## src/rtl/csc_mode_ctrl.sv

```systemverilog
// Frame-synchronous CSC mode controller: holds mode requests until the
// next vsync rising edge, then blanks the output while the pipeline refills.
module csc_mode_ctrl #(
  parameter logic [1:0]  RST_MODE     = 2'b00,
  parameter int unsigned FLUSH_CYCLES = 2,
  parameter int unsigned CNT_W        = 16
) (
  input  logic             clk,
  input  logic             rst_n,
  input  logic             req_valid,
  input  logic [1:0]       req_mode,
  output logic             req_ready,
  input  logic             vsync,
  output logic [1:0]       Mode,
  output logic             blank,
  output logic             pend,
  output logic [CNT_W-1:0] frame_cnt,
  output logic             err,
  input  logic             err_clr
);

  typedef enum logic [1:0] {
    S_IDLE    = 2'd0,
    S_WAIT_VS = 2'd1,
    S_FLUSH   = 2'd2
  } state_e;

  localparam bit NO_FLUSH = (FLUSH_CYCLES == 0);
  localparam logic [3:0] FLUSH_LAST =
    NO_FLUSH ? 4'd0 : 4'(FLUSH_CYCLES - 1);
  localparam logic [CNT_W-1:0] CNT_ONE = {{(CNT_W-1){1'b0}}, 1'b1};
  localparam logic [CNT_W-1:0] CNT_MAX = {CNT_W{1'b1}};

  state_e           state_q, state_d;
  logic             vsync_q;
  logic [1:0]       mode_q, mode_d;
  logic [1:0]       pend_mode_q, pend_mode_d;
  logic             pend_q, pend_d;
  logic             blank_q, blank_d;
  logic [3:0]       cnt_q, cnt_d;
  logic [CNT_W-1:0] frame_cnt_q, frame_cnt_d;
  logic             err_q, err_d;

  logic vs_rise;
  logic hs;
  logic illegal;
  logic start;
  logic apply;
  logic flush_done;

  assign vs_rise    = vsync & ~vsync_q;
  assign req_ready  = (state_q == S_IDLE);
  assign hs         = req_valid & req_ready;
  assign illegal    = hs & (req_mode == 2'b11);
  assign start      = hs & ~illegal & (req_mode != mode_q);
  assign apply      = (state_q == S_WAIT_VS) & vs_rise;
  assign flush_done = (state_q == S_FLUSH) & (cnt_q == 4'd0);

  // State register
  always_ff @(posedge clk or negedge rst_n) begin
    if (!rst_n) begin
      state_q <= S_IDLE;
    end else begin
      state_q <= state_d;
    end
  end

  // Next-state logic
  always_comb begin
    state_d = state_q;
    unique case (state_q)
      S_IDLE: begin
        if (start) state_d = S_WAIT_VS;
      end
      S_WAIT_VS: begin
        if (vs_rise) state_d = NO_FLUSH ? S_IDLE : S_FLUSH;
      end
      S_FLUSH: begin
        if (cnt_q == 4'd0) state_d = S_IDLE;
      end
      default: state_d = S_IDLE;
    endcase
  end

  // Output / datapath next values
  always_comb begin
    mode_d      = mode_q;
    pend_mode_d = pend_mode_q;
    pend_d      = pend_q;
    blank_d     = blank_q;
    cnt_d       = cnt_q;
    frame_cnt_d = frame_cnt_q;
    err_d       = err_q;

    unique case (1'b1)
      start: begin
        pend_mode_d = req_mode;
        pend_d      = 1'b1;
      end
      apply: begin
        mode_d  = pend_mode_q;
        pend_d  = 1'b0;
        blank_d = ~NO_FLUSH;
        cnt_d   = FLUSH_LAST;
      end
      flush_done: begin
        blank_d = 1'b0;
      end
      default: begin
        if (state_q == S_FLUSH) cnt_d = cnt_q - 4'd1;
      end
    endcase

    // A rise that applies a switch restarts the count; others saturate up.
    if (apply) begin
      frame_cnt_d = '0;
    end else if (vs_rise && frame_cnt_q != CNT_MAX) begin
      frame_cnt_d = frame_cnt_q + CNT_ONE;
    end

    if (illegal) begin
      err_d = 1'b1;
    end else if (err_clr) begin
      err_d = 1'b0;
    end
  end

  always_ff @(posedge clk or negedge rst_n) begin
    if (!rst_n) begin
      vsync_q     <= 1'b0;
      mode_q      <= RST_MODE;
      pend_mode_q <= RST_MODE;
      pend_q      <= 1'b0;
      blank_q     <= 1'b0;
      cnt_q       <= 4'd0;
      frame_cnt_q <= '0;
      err_q       <= 1'b0;
    end else begin
      vsync_q     <= vsync;
      mode_q      <= mode_d;
      pend_mode_q <= pend_mode_d;
      pend_q      <= pend_d;
      blank_q     <= blank_d;
      cnt_q       <= cnt_d;
      frame_cnt_q <= frame_cnt_d;
      err_q       <= err_d;
    end
  end

  assign Mode      = mode_q;
  assign blank     = blank_q;
  assign pend      = pend_q;
  assign frame_cnt = frame_cnt_q;
  assign err       = err_q;

endmodule

```

## config.mk

```make
export PLATFORM = sky130hd
export DESIGN_NAME = csc_mode_ctrl
export DESIGN_NICKNAME = d
export VERILOG_FILES = /design/src/rtl/csc_mode_ctrl.sv
export SDC_FILE = /design/constraint.sdc
export NUM_CORES = 1
export LEC_CHECK = 0
export BUFFER_PORTS_ARGS = -buffer_cell sky130_fd_sc_hd__buf_4
export CORE_MARGIN = 2
export CORE_UTILIZATION = 57
export DETAILED_ROUTE_END_ITERATION = 12
export HOLD_SLACK_MARGIN = 0.12
export PLACE_DENSITY = 0.81
export SETUP_SLACK_MARGIN = 0.5
export SLEW_MARGIN = 40
export SYNTH_ARGS = -nofsm -noshare
export SYNTH_HDL_FRONTEND = slang
export SYNTH_SLANG_ARGS = --single-unit
```

## constraint.sdc

```tcl
create_clock -name clk -period 4 [get_ports clk]
set_input_delay 1 -clock clk [delete_from_list [all_inputs] [get_ports clk]]
set_output_delay 1 -clock clk [all_outputs]
set_load 0.05 [all_outputs]
```

Word level (Yosys, flattened, before mapping). Index checks and enable logic that the tools add are counted.

Register bits after elaboration: 30. Input port bits: 7. Output and inout port bits: 22. Logic and storage cells: 52.

Add/subtract/negate cells: 2. Eq/ne operators: 8. Multiplexer cells: 12. Bitwise operators: 10. Reduce and logical (&&, ||, !) cells: 11.

Operator list (count): $mux W16 (2); $add A16 B1 Y16 const B (1); $ne A16 B16 Y1 const B (1); $reduce_bool A2 Y1 (5); $pmux W4 S2 (1); $and A1 B1 Y1 (7); $mux W2 (3); $pmux W2 S3 (1); $eq A2 B2 Y1 const B (2); $logic_not A4 Y1 (1); $mux W4 (1); $ne A2 B1 Y1 const B (2); $pmux W1 S2 (2); $sub A4 B1 Y4 const B (1); $not A1 Y1 (3); $reduce_and A3 Y1 (1); $eq A2 B1 Y1 const B (1); $logic_not A2 Y1 (1); $mux W1 (2); $ne A2 B2 Y1 (1); $ne A2 B2 Y1 const B (1); $reduce_and A2 Y1 (1); $reduce_or A2 Y1 (1); $logic_and A1 B1 Y1 (1).

Logic depth before layout (Yosys ltp).
Depth in word-level cells: 9. Depth in mapped cells: 7. Depth with buffers taken out: 6.

Worst setup path before layout. OpenSTA, ideal clock, no wires.

Kind: reg-to-reg. From: register frame_cnt_q[0] (netlist: frame_cnt[0]). To: register frame_cnt_q[6] (netlist: frame_cnt[6]). Arrival: 1.989 ns. Required time: 3.879 ns. Setup slack: 1.890 ns. Cell stages (with the launch flop): 8. Path buffers: 2. Clock period less this slack: 2.110 ns. Path through: dfrtp_1 -> ha_1 -> and3_1 -> buf_6 -> and3_4 -> buf_6 -> a221o_1 -> a22o_1.

Longest elaborated chain between the ends: 3.

RTL lines: start: declaration (RTL line 41) `logic [CNT_W-1:0] frame_cnt_q, frame_cnt_d;`; start signal: assignment (RTL line 145) `frame_cnt_q <= frame_cnt_d;`; $add A16 B1 Y16 or $ne A16 B16 Y1 (tied branches) (RTL line 118, 117); $mux W16 or $logic_and A1 B1 Y1 (tied branches) (RTL line 117) `end else if (vs_rise && frame_cnt_q != CNT_MAX) begin`; $mux W16 or $reduce_bool A2 Y1 (tied branches).

Parallel ways exist; a longest one is shown, timed or not. The select of a mux whose other input is x is not followed. A chain may end at the register's enable or synchronous reset.

Worst setup path after layout.
From: register state_q[1]. To: output port req_ready.

Longest elaborated chain between the ends: 1.

RTL lines: start: declaration (RTL line 34) `state_e state_q, state_d;`; start signal: assignment (RTL line 64) `state_q <= state_d;`; $logic_not A2 Y1 (RTL line 52) `assign req_ready = (state_q == S_IDLE);`; end: declaration (RTL line 12) `output logic req_ready,`.

No other way between the ends.

==> impl_metrics.ini <==
[run_status]
status = finished clean

[global_routing]
top_usage_layer = met2
grt_use_met2_pct = 37.99
grt_max_degree = 31
grt_overflow = 0
grt_pass1_wl_um = 5961
grt.met3_usage_pct = 4.989
antenna_found_initial = 0
grt_pass1_vias = 1335
use_met1_pct = 31.42
gr-usage-all-layers_pct = 24.01

[logic_synthesis]
yosys_warnings = 0
synth_mux_area_share_pct = 3.221
synth_seq_cells = 30
syn_inst = 174
ys_seq_area_share_pct = 46.01
postSynthAreaPerCell_um2 = 9.377
synth_edf_count = 0
synth_top_family_by_area = simple AND/OR/NAND/NOR gates
synth-simple-area-share_pct = 23.39
syn-cell-area_um2 = 1632
yosysUniqueCellTypes = 45
synth_compound_area_share_pct = 18.40
ys.flop_type = dfrtp_1
synth-xor-area-share_pct = 1.074
synth_fp_nets = 183
async_flop_share_pct = 100.0
synthAdderAreaFrac_pct = 1.534

[floorplan]
fp-row-count = 19
die_area_um2 = 3306
boundaryPins = 29
coreArea_um2 = 2734
initial_core_util_pct = 59.68
fp.dieW_um = 57.50
fp.dieH_um = 57.50

[job]
max_cap_viol_count = 0

[final_layout]
syn2layout_area_growth_pct = 16.03
fin_util_pct = 69.24
n_fill_cell = 211
final_common_cell = dfrtp_1
diodes = 0
layout_common_cells = dfrtp_1, buf_4, nand2_1, inv_1
multi_input_area_um2 = 777.0
drive_gt1_share_pct = 23.65
fin_nets = 211
regArea_um2 = 750.7

[critical_path]
cp-start-kind = register
cp_max_fo = 5
cp.required_ns = 3.00
crit_start = state_q[1]
worstReg2RegStart = frame_cnt[0]
cp-end-kind = output pin
arrival_ns = 1.16
crit_type = register to output pin

[sta]
fmax_mhz = 463.0
rsz0062_at_grt = false
clock_skew_ns = 0.01392
tns_ns = 0
timing.max_slew.rel_slack_pct = 59.34
period_needed_ns = 2.160
worst_pin_slew_ns = 0.6099
hold_violations = 0
setup_viol = 0
final_max_slew_viol_count = 0
post-route-period-util_pct = 53.99
fin_hold_ws_ns = 0.4777
setup_ws_ns = 1.840

[placed_design]
pre_cts_slack_ns = 1.761
gp_congestion = 0.7682
portBuffers = 28
place_hpwl_um = 2490

[route]
ant_nets = 0
drt_iter0_drc = 91
vias = 1413
routed_wl_um = 3464
drc = 0
avgRoutedWirePerCell_um = 14.80
drtPass1Iterations = 4
via_per_inst = 6.038

[cts]
cts_sinks = 30
cts_setup_buffers = 0
cts_root_buf = clkbuf_4
cts_max_level = 2
cts_tree = done
holdBufCountCts = 0
cts_resized = 0
clk_latency_ns = 0.33
cts_made_buffers = 5
path_clk_slew_ns = 0.10
clock_path_buffers = 2

[pwr]
power_leakage_nw = 0.8634
total_power_mw = 1.305
power.density_nw_per_um2 = 689.5
peakVddDrop_uv = 528.5

[min_path]
holdCritStartpoint = pend_mode_q[1]
hold_path_class = register to register
routing by layer:
layer,routed length [um],up-vias
met5,0,-
met4,61,0
met3,197,6
met2,1685,48
met1,1519,671
li1,-,688
through the flow:
step                      instance area (um^2)  std cells
after floorplan                           1632        174
after global placement                    1833        226
after detailed placement                  1833        226
after CTS                                 1893        234
after global routing                      1893        234
final                                     1893        234
cells in the mapped netlist (2+ instances only):
library cell   n  share of area [%]
o21ai_0       11                3.4
xor2_1         2                1.1
ha_1           2                1.5
nor2b_1        3                1.2
dfrtp_1       30                 46
inv_1         13                3.0
o31ai_1        2               0.92
o211ai_1       6                2.8
nand2_1       14                3.2
and4_1         2                1.1
or2_2          2               0.77
mux2i_1        3                1.8
and3_1         4                1.5
and2_1         2               0.77
nor2_1         7                1.6
clkbuf_1       3               0.69
mux2_2         2                1.4
nand2b_1       4                1.5
or4_1          3                1.4
nand3_1       11                3.4
a21oi_1       10                3.1
nand4_1        4                1.5
nor3_1         7                2.1
o22ai_1        3                1.2
a2bb2oi_1      2                1.1
buf_6          3                2.1
final timing paths:
kind / depth (start not counted) / slack, ns / to
hold reg to reg: 2 / 0.48 / Mode[1]
setup / recovery: 2 / 1.84 / req_ready
min in group asynchronous: 1 / 0.57 / frame_cnt[7]
max in group asynchronous: 1 / 3.15 / frame_cnt[12]
setup reg to reg: 5 / 2.10 / frame_cnt[6]
hold / removal: 2 / 0.48 / Mode[1]
logic make-up (layout without fill, tap and decap cells):
| kind of cell | Yosys count | after routing |
|---|---|---|
| xor+xnor | 2 | 2 |
| flops | 30 | 30 |
| mux | 5 | 5 |
| simple gates | 69 | 69 |
| compound gates | 45 | 45 |
| buf+inv | 21 | 50 |
| fa+ha+maj | 2 | 2 |
area by class of cell:
| class | count | area share [%] |
|---|---|---|
| clock inverters | 1 | 0.2644 |
| multi-input cells | 123 | 41.04 |
| repair buffers | 29 | 11.50 |
| inverters | 13 | 2.578 |
| well taps | 31 | 2.049 |
| clock buffers | 7 | 2.908 |
| flip-flops and latches | 30 | 39.66 |
critical path: stages (launching register included):
cell and delay, ns:
dfrtp_1 0.43, nor2_1 0.18, buf_4 0.23
sequential cells by signal (all words and copies together), names as in the netlist:
register and count:
pend_mode_q 2, state_q 2, cnt_q 4, pend 1, blank 1, err 1, frame_cnt 16, vsync_q 1
Mode 2
power breakdown:
group,total [mW],switching (mW),internal [mW]
Combinational,0.624,0.413,0.211
Clock,0.186,0.101,0.0850
Sequential,0.495,0.0994,0.395
Total,1.31,0.614,0.691
Note: power is estimated with default switching activity, not from simulation.
